==> src/rtl/load_sequencer.sv <==
// -----------------------------------------------------------------------------
// load_sequencer
//
// Upstream sequencer for the autoencoder's 16-entry register bank. A burst of
// N_WORDS words arrives on a valid/ready stream. Each accepted word is
// registered onto a broadcast data bus together with a 4-bit slot select and a
// single write strobe. Those three signals feed the 1-to-16 enable demux, which
// turns them into one write-enable per register slot. The end of a burst is
// reported with a one-cycle done pulse so the layer controller can start
// compute.
//
// Parameters
//   DATA_WIDTH  width of each loaded word (fixed-point activation/weight)
//   N_WORDS     words per burst, 1..16; slots 0..N_WORDS-1 are written
//
// Ports
//   clk       in   system clock, rising edge
//   rst_n     in   asynchronous active-low reset
//   start     in   begin a burst; only looked at while idle
//   abort     in   synchronous cancel; back to idle with no done pulse
//   in_valid  in   upstream word valid
//   in_data   in   upstream word
//   in_ready  out  combinational; high while loading and not aborting
//   data_out  out  registered word, broadcast to all slots
//   sel       out  registered slot index, to the demux select
//   en        out  registered write strobe, to the demux enable
//   count     out  words accepted in the current burst (0..N_WORDS)
//   busy      out  high while loading or finishing a burst
//   done      out  registered one-cycle pulse at the end of a burst
// -----------------------------------------------------------------------------
module load_sequencer #(
   parameter int DATA_WIDTH = 16,
   parameter int N_WORDS    = 16
) (
   input  logic                  clk,
   input  logic                  rst_n,
   input  logic                  start,
   input  logic                  abort,
   input  logic                  in_valid,
   input  logic [DATA_WIDTH-1:0] in_data,
   output logic                  in_ready,
   output logic [DATA_WIDTH-1:0] data_out,
   output logic [3:0]            sel,
   output logic                  en,
   output logic [4:0]            count,
   output logic                  busy,
   output logic                  done
);

   typedef enum logic [1:0] {
      IDLE = 2'd0,
      LOAD = 2'd1,
      DONE = 2'd2
   } state_t;

   // Index of the final word of a burst and the saturation value of count.
   localparam logic [4:0] LAST_IDX  = 5'(N_WORDS - 1);
   localparam logic [4:0] COUNT_MAX = 5'(N_WORDS);

   state_t                state_q,    state_d;
   logic [DATA_WIDTH-1:0] data_out_q, data_out_d;
   logic [3:0]            sel_q,      sel_d;
   logic                  en_q,       en_d;
   logic [4:0]            count_q,    count_d;
   logic                  done_q,     done_d;

   logic                  ready;
   logic                  accept;

   // abort takes effect in the same cycle it is seen, so a word offered
   // alongside an abort is never accepted.
   assign ready = (state_q == LOAD) && !abort;

   // The count guard keeps count from wrapping and keeps sel below N_WORDS
   // even if the state and count ever disagree.
   assign accept = in_valid && ready && (count_q < COUNT_MAX);

   // --------------------------------------------------------------------------
   // Next-state and next-output logic
   // --------------------------------------------------------------------------
   always_comb begin
      // NOTE: every signal written here gets a default first, so no path can
      // leave one unassigned and infer a latch. en and done default low,
      // which is what makes them single-cycle strobes.
      state_d    = state_q;
      data_out_d = data_out_q;
      sel_d      = sel_q;
      en_d       = 1'b0;
      count_d    = count_q;
      done_d     = 1'b0;

      case (state_q)
         IDLE: begin
            // start together with abort leaves the sequencer idle; count
            // keeps the last burst's value for debug until a real start.
            if (start && !abort) begin
               state_d = LOAD;
               count_d = '0;
            end
         end

         LOAD: begin
            if (abort) begin
               state_d = IDLE;
            end else if (accept) begin
               data_out_d = in_data;
               sel_d      = count_q[3:0];
               en_d       = 1'b1;
               count_d    = count_q + 5'd1;
               if (count_q == LAST_IDX) begin
                  state_d = DONE;
               end
            end
         end

         DONE: begin
            // One cycle here lets the final write strobe land before done
            // rises; an abort in this cycle suppresses the done pulse.
            state_d = IDLE;
            done_d  = !abort;
         end

         default: begin
            state_d = IDLE;
         end
      endcase
   end

   // --------------------------------------------------------------------------
   // State and output registers
   // --------------------------------------------------------------------------
   always_ff @(posedge clk or negedge rst_n) begin
      if (!rst_n) begin
         state_q    <= IDLE;
         data_out_q <= '0;
         sel_q      <= '0;
         en_q       <= 1'b0;
         count_q    <= '0;
         done_q     <= 1'b0;
      end else begin
         // NOTE: non-blocking assignments here so every register samples the
         // pre-edge values computed above, independent of statement order.
         state_q    <= state_d;
         data_out_q <= data_out_d;
         sel_q      <= sel_d;
         en_q       <= en_d;
         count_q    <= count_d;
         done_q     <= done_d;
      end
   end

   // --------------------------------------------------------------------------
   // Outputs
   // --------------------------------------------------------------------------
   assign in_ready = ready;
   assign data_out = data_out_q;
   assign sel      = sel_q;
   assign en       = en_q;
   assign count    = count_q;
   assign busy     = (state_q != IDLE);
   assign done     = done_q;

endmodule

==> config.mk <==
export PLATFORM = sky130hd
export DESIGN_NAME = load_sequencer
export DESIGN_NICKNAME = d
export VERILOG_FILES = /design/src/rtl/load_sequencer.sv
export SDC_FILE = /design/constraint.sdc
export NUM_CORES = 1
export LEC_CHECK = 0
export CELL_PAD_IN_SITES_DETAIL_PLACEMENT = 1
export CELL_PAD_IN_SITES_GLOBAL_PLACEMENT = 2
export CORE_ASPECT_RATIO = 0.5
export CORE_UTILIZATION = 25
export CTS_CLUSTER_SIZE = 10
export DETAILED_ROUTE_END_ITERATION = 12
export PLACE_DENSITY_LB_ADDON = 0.1
export SYNTH_ARGS = -nofsm -noshare
export SYNTH_HDL_FRONTEND = slang
export SYNTH_SLANG_ARGS = --single-unit
==> constraint.sdc <==
create_clock -name clk -period 2.2 [get_ports clk]
set_input_delay 0.22 -clock clk [delete_from_list [all_inputs] [get_ports clk]]
set_output_delay 0.22 -clock clk [all_outputs]
set_load 0.01 [all_outputs]
* After elaboration in Yosys (flattened, before gate mapping)
Cells that the tools add are included.
** Operators by class
- Magnitude comparators :: 1
- Mux-type cells :: 13
- Add/sub/neg operators :: 1
- Reductions and logical operators :: 11
- Bitwise logic cells :: 1
- Equal/unequal tests :: 8
** Operators with widths (count)
- $mux W5 :: 3
- $pmux W5 S2 :: 1
- $mux W2 :: 4
- $ne A2 B2 Y1 const B :: 3
- $reduce_and A3 Y1 :: 2
- $add A5 B1 Y5 const B :: 1
- $eq A5 B4 Y1 const B :: 1
- $lt A5 B5 Y1 const B :: 1
- $logic_and A1 B1 Y1 :: 4
- $mux W1 :: 4
- $pmux W2 S2 :: 1
- $reduce_and A4 Y1 :: 1
- $reduce_bool A2 Y1 :: 2
- $ne A3 B2 Y1 const B :: 1
- $ne A3 B3 Y1 const B :: 1
- $eq A2 B1 Y1 const B :: 1
- $eq A2 B2 Y1 const B :: 1
- $logic_not A2 Y1 :: 1
- $logic_not A1 Y1 :: 1
- $not A1 Y1 :: 1
** Storage, ports and cells
- Word-level logic and storage cells :: 41
- Output and inout bits :: 29
- Register bits :: 29

* Depth between registers and ports, before layout
Gate-level depths: netlist of the first run.
- Depth after elaboration :: 7
- Mapped depth :: 5

* Worst setup path before layout of the first run
OpenSTA, ideal clock, no wires.
- Path type :: reg-to-reg
- Start point :: reg count_q[0] (netlist: count[0])
- End point :: reg count_q[4] (netlist: count[4])
- Arrival time :: 1.336 ns
- Setup slack :: 0.739 ns
- Cell stages (with the launch flop) :: 6
- Clock period less this slack :: 1.461 ns
- Cell sequence :: dfrtp_1 > ha_1 > and3_1 > ha_1 > nor2_1 > mux2_2
** On the way
- Cells in the longest elaborated chain, start to end :: 4
** Ends and longest elaborated chain
- from (decl) :: RTL line 64 : logic [4:0] count_q, count_d;
- from (signal assigned) :: RTL line 147 : count_q <= count_d;
- $add A5 B1 Y5 / $lt A5 B5 Y1 (equally long branches) :: RTL line 109, 76
- $mux W5 / $logic_and A1 B1 Y1 (equally long branches) :: RTL line 105, 76
- $mux W5 / $ne A2 B2 Y1 (equally long branches)
- $pmux W5 S2 / $reduce_and A4 Y1 (equally long branches)
Several ways; a longest one is shown, not always the timed one. The select of a mux whose other input is x is not followed.
A chain may end at the register's enable or synchronous reset.

* Worst setup path in the final report of the first run
- Start point :: reg state_q[0]
- End point :: out in_ready
** On the way
- Cells in the longest elaborated chain, start to end :: 2
** Ends and longest elaborated chain
- from (decl) :: RTL line 60 : state_t state_q, state_d;
- from (signal assigned) :: RTL line 143 : state_q <= state_d;
- $eq A2 B1 Y1 :: RTL line 72 : assign ready = (state_q == LOAD) && !abort;
- $logic_and A1 B1 Y1 :: RTL line 72
- to (decl) :: RTL line 41 : output logic in_ready,
Every way passes these cells.

==> results of run 1 <==
-- power breakdown --
part | internal, uW | leakage (uW) | total, uW | switching, uW
registers | 639 | 0.000363 | 712 | 73.2
clock network | 218 | 0.0000439 | 427 | 209
logic | 347 | 0.000508 | 509 | 162
-- cell type report --
class	instances	area, um^2
Multi-Input combinational cell	50	538
Clock inverter	3	17.5
Sequential cell	29	726
Tap cell	70	87.6
Fill cell	533	3010
Inverter	4	15.0
Timing Repair Buffer	51	518
Clock buffer	5	68.8
-- state kept, by name, summed over array words and instances (netlist names) --
name      cells
data_out     16
en            1
state_q       2
count         5
sel           4
done          1
-- per-layer routing --
metal	global-route usage	routed length, um	vias to the layer above
met5	0	0	-
met4	0.0357	12	0
met3	0.0468	141	4
met2	0.182	1310	21
met1	0.148	1380	452
li1	-	-	411
-- path summary, 6_finish.rpt --
path / endpoint / cells after the start
hold / removal: data_out[3] / 2
hold reg to reg: sel[3] / 1
min in group clk: sel[3] / 1
setup reg to reg: count[4] / 5
max in group asynchronous: sel[1] / 2
setup / recovery: in_ready / 2
-- placed cells by master (no fill, tap or decap), drive strengths merged --
cell type and instances:
a22o 1, and2b 1, and3 3, and3b 1, buf 2, clkbuf 5
clkdlybuf4s50 49, clkinv 2, clkinvlp 1, dfrtp 29, ha 2, inv 4
mux2 23, nand2 2, nand3 1, nor2 4, nor2b 1, nor3b 3
nor4b 1, o211a 1, o211ai 1, o21a 1, o221ai 2, or2 1
or2b 1
-- stage by stage --
| step | utilization | cell area [um^2] | instances | total power, uW |
|---|---|---|---|---|
| finish | 0.396 | 1970 | 212 | 1650 |
| CTS | 0.396 | 1970 | 212 | 1680 |
| global route | 0.396 | 1970 | 212 | 1760 |
| floorplan | - | 1310 | 86 | 941 |
| global placement | 0.379 | 1880 | 204 | 1230 |
| detailed placement | 0.379 | 1880 | 204 | 1240 |
-- critical path: cells and delay by family, from the launching register on --
kind,cells,cell delay [ns]
buffers and inverters,1,0.57
DFF,1,0.49
and+or+nand+nor,1,0.28
-- kinds of logic (layout without fill, tap and decap cells) --
kind of cell             Yosys count  after routing  synth area share
multiplexers                      23             23             0.252
AO/OA/AOI/OAI                      6              6            0.0391
flip-flops                        29             29             0.553
AND/OR/NAND/NOR                   19             19             0.100
buffers and inverters              7             63            0.0372
adder cells (fa/ha/maj)            2              2            0.0191
==> metrics.yaml, run 1 <==
worst_slack_ns: 0.367
finalSetupViolCount: 0
critPathMaxFanout: 10
cts_max_level: 2
postCtsHoldBufs: 0
avgSynthCellArea_um2: 15.3
n_antenna_cell: 0
period_minus_slack_ns: 1.83
syn_area_um2: 1310
grt_pass1_wl_um: 4760
numCtsBuffers: 5
post-place-ws_ns: 0.414
drc_errors: 0
tightest_slew_ns: 0.384
synthFlopType: "dfrtp_1"
start_util: 0.264
cts_tree: "done"
vias: 888
hold_slack_ns: 0.336
hp-class: "in2async"
grt-ovfl-total: 0
cts_root_buffer: "clkbuf_8"
clock_latency_ns: 0.27
die_width_um: 104
final_layout_size_suffix_gt1_frac: 0.275
crit_slowest_cell: "clkdlybuf4s50_1"
firstDrtPassIters: 4
viasPerCell: 4.19
track_usage: 0.116
regToRegSetupSlack_ns: 0.69
synth_edf_count: 0
finalClockSkew_ns: 0.00427
period_share: 0.833
rows: 18
final_antenna_net_count: 0
drv_slew: 0
post-cts-setup-buffer-count: 0
core_area_um2: 4980
grt_pass1_vias: 880
critical_path.startpoint: "state_q[0]"
cts_resized: 0
async_reset_ff_frac: 1.00
rsz0062_at_grt: "no"
hpwl_um: 2040
synth_nets: 109
ir_worst_vdd_v: 0.000300
die_y_um: 53.2
antenna_found_initial: 0
ctsLongestPathBuffers: 2
power_density_nw_per_um2: 836
required_ns: 1.98
path_class: "reg2out"
finalNetCount: 164
synth_cells: 86
drtIter0Drc: 6
numPortBuffers: 49
status: "finished, final reports clean"
fmax_mhz: 546
synth_top_area_cell: "dfrtp_1"
timing.rr.start: "count[0]"
finalHoldViolCount: 0
wire_per_inst_um: 13.4
area_delta_synth_final_pct: 50.1
cts.sinks: 29
yosysWarningCount: 0
synth_area_leaders: "dfrtp_1 55%, mux2_4 22%, mux2_2 3.4%"
synth-seq-cells: 29
tns_ns: 0
critPathMaxStageDelay_ns: 0.57
yosys.cell_types.count: 25
endpoint_kind: "primary output"
seq_area_frac_synth: 0.553
grt_max_degree: 30
place_congestion: 0.698
synth.most_common_cell: "dfrtp_1"
path_clk_slew_ns: 0.07
pin_count: 50
critPathArrivalTime_ns: 1.61
dieArea_um2: 5560
totalWireLength_um: 2840
static-leakage-power_uw: 0.000915
critPathLaunchType: "flip-flop"
ys_top_cells_by_count: "29 x dfrtp_1, 19 x mux2_4, 4 x inv_1, 4 x mux2_2, 4 x nor2_1"
yosys.area.top_type_share: 0.553
maxCapViolCount: 0
relSlewSlack: 0.744
path_cells: "nor3b_4 > clkdlybuf4s50_1"
(Power assumes the default switching activity.)
==> run 2: changes to the inputs <==
- clock period: 2.2 -> 1.9 ns (I/O delays scaled with it)
==> metrics.yaml, run 2 (synthesis gave the netlist of run 1 again) <==
status: "finished, final reports clean"
path_class: "reg2out"
ir_worst_vdd_v: 0.000319
p_switching_uw: 521
fin_total_pwr_uw: 2090
tns_ns: 0
required_ns: 1.71
wire_per_inst_um: 13.8
regToRegSetupSlack_ns: 0.40
p_clk_frac: 0.323
finalHoldViolCount: 0
cts_max_level: 2
drc_errors: 0
post-cts-setup-buffer-count: 0
cts.sinks: 29
grt_max_degree: 30
vias: 875
clock_latency_ns: 0.28
internal_power_uw: 1570
critPathLaunchType: "flip-flop"
drtIter0Drc: 8
area_delta_synth_final_pct: 53.1
fmax_mhz: 566
hold_slack_ns: 0.298
finalNetCount: 165
n_antenna_cell: 0
power_density_nw_per_um2: 1040
cts_root_buffer: "clkbuf_8"
die_y_um: 53.2
grt_pass1_vias: 903
largest_reg_flops: 16
viasPerCell: 4.11
hp-class: "in2async"
numCtsBuffers: 5
dieArea_um2: 5560
final_layout_size_suffix_gt1_frac: 0.280
reg2reg_to: "count[4]"
multiInputGateArea_um2: 538
relSlewSlack: 0.738
final_common_cell: "clkdlybuf4s50_1"
layout_common_cells: "49 x clkdlybuf4s50_1, 28 x dfrtp_1, 19 x mux2_4, 6 x clkbuf_8"
period_share: 0.930
hpwl_um: 2040
grt-ovfl-total: 0
critPathMaxFanout: 6
timing.rr.start: "count[0]"
firstDrtPassIters: 2
numPortBuffers: 49
core_area_um2: 4980
fillCellCount: 524
totalWireLength_um: 2940
track_usage: 0.119
ctsLongestPathBuffers: 2
switching_share: 0.249
drv_slew: 0
cts_resized: 0
regArea_um2: 727
rows: 18
pin_count: 50
finalSetupViolCount: 0
static-leakage-power_uw: 0.000934
final_util: 0.404
antenna_found_initial: 0
tightest_slew_ns: 0.393
grt_pass1_wl_um: 4810
die_width_um: 104
endpoint_kind: "primary output"
path_clk_slew_ns: 0.07
power_frac_comb: 0.284
maxCapViolCount: 0
critPathArrivalTime_ns: 1.58
finalClockSkew_ns: 0.00406
cts_tree: "done"
r2r_cells: 5
place_congestion: 0.665
start_util: 0.264
rsz0062_at_grt: "no"
period_minus_slack_ns: 1.77
postCtsHoldBufs: 0
final_antenna_net_count: 0
p_seq_frac: 0.393
-- run 2: worst max-delay path, stage by stage (launching register included) --
cell             delay, ns
dfrtp_1               0.45
nor3b_4               0.27
clkdlybuf4s50_1       0.58
-- run 2: per-stage QoR --
stage               worst slack [ns]  area (um^2)  cells
detailed placement             0.168         1890    205
global route                  0.0478         2010    213
floorplan                      0.439         1310     86
global placement               0.224         1890    205
CTS                           0.0498         2010    213
finish                         0.133         2010    213
-- run 2: worst max path at each step --
stage                    start  depth (start not counted)  endpoint
finish              state_q[1]                          2  in_ready
global route        state_q[1]                          2  in_ready
CTS                 state_q[0]                          2  in_ready
detailed placement       abort                          3  in_ready
global placement         abort                          3  in_ready
floorplan             count[0]                          5  count[4]
-- run 2: routing by layer --
metal,up-vias,global-route usage,part of all wire
li1,413,-,-
met1,435,0.148,0.48
met4,0,0.0429,0.0099
met2,22,0.191,0.47
met3,5,0.0443,0.042
met5,-,0,0
-- run 2: final cells by class --
type | instances | area share
Inverter | 4 | 0.00747
Sequential cell | 29 | 0.362
Clock inverter | 1 | 0.0149
Multi-Input combinational cell | 50 | 0.268
Tap cell | 70 | 0.0436
Timing Repair Buffer | 52 | 0.262
Clock buffer | 7 | 0.0430
-- run 2: power groups by stage --
stage / Clock [uW] / Combinational (uW) / Sequential, uW
finish: 675 / 594 / 823
global route: 732 / 635 / 847
CTS: 701 / 605 / 827
detailed placement: 0 / 600 / 837
global placement: 0 / 596 / 833
floorplan: 0 / 209 / 881
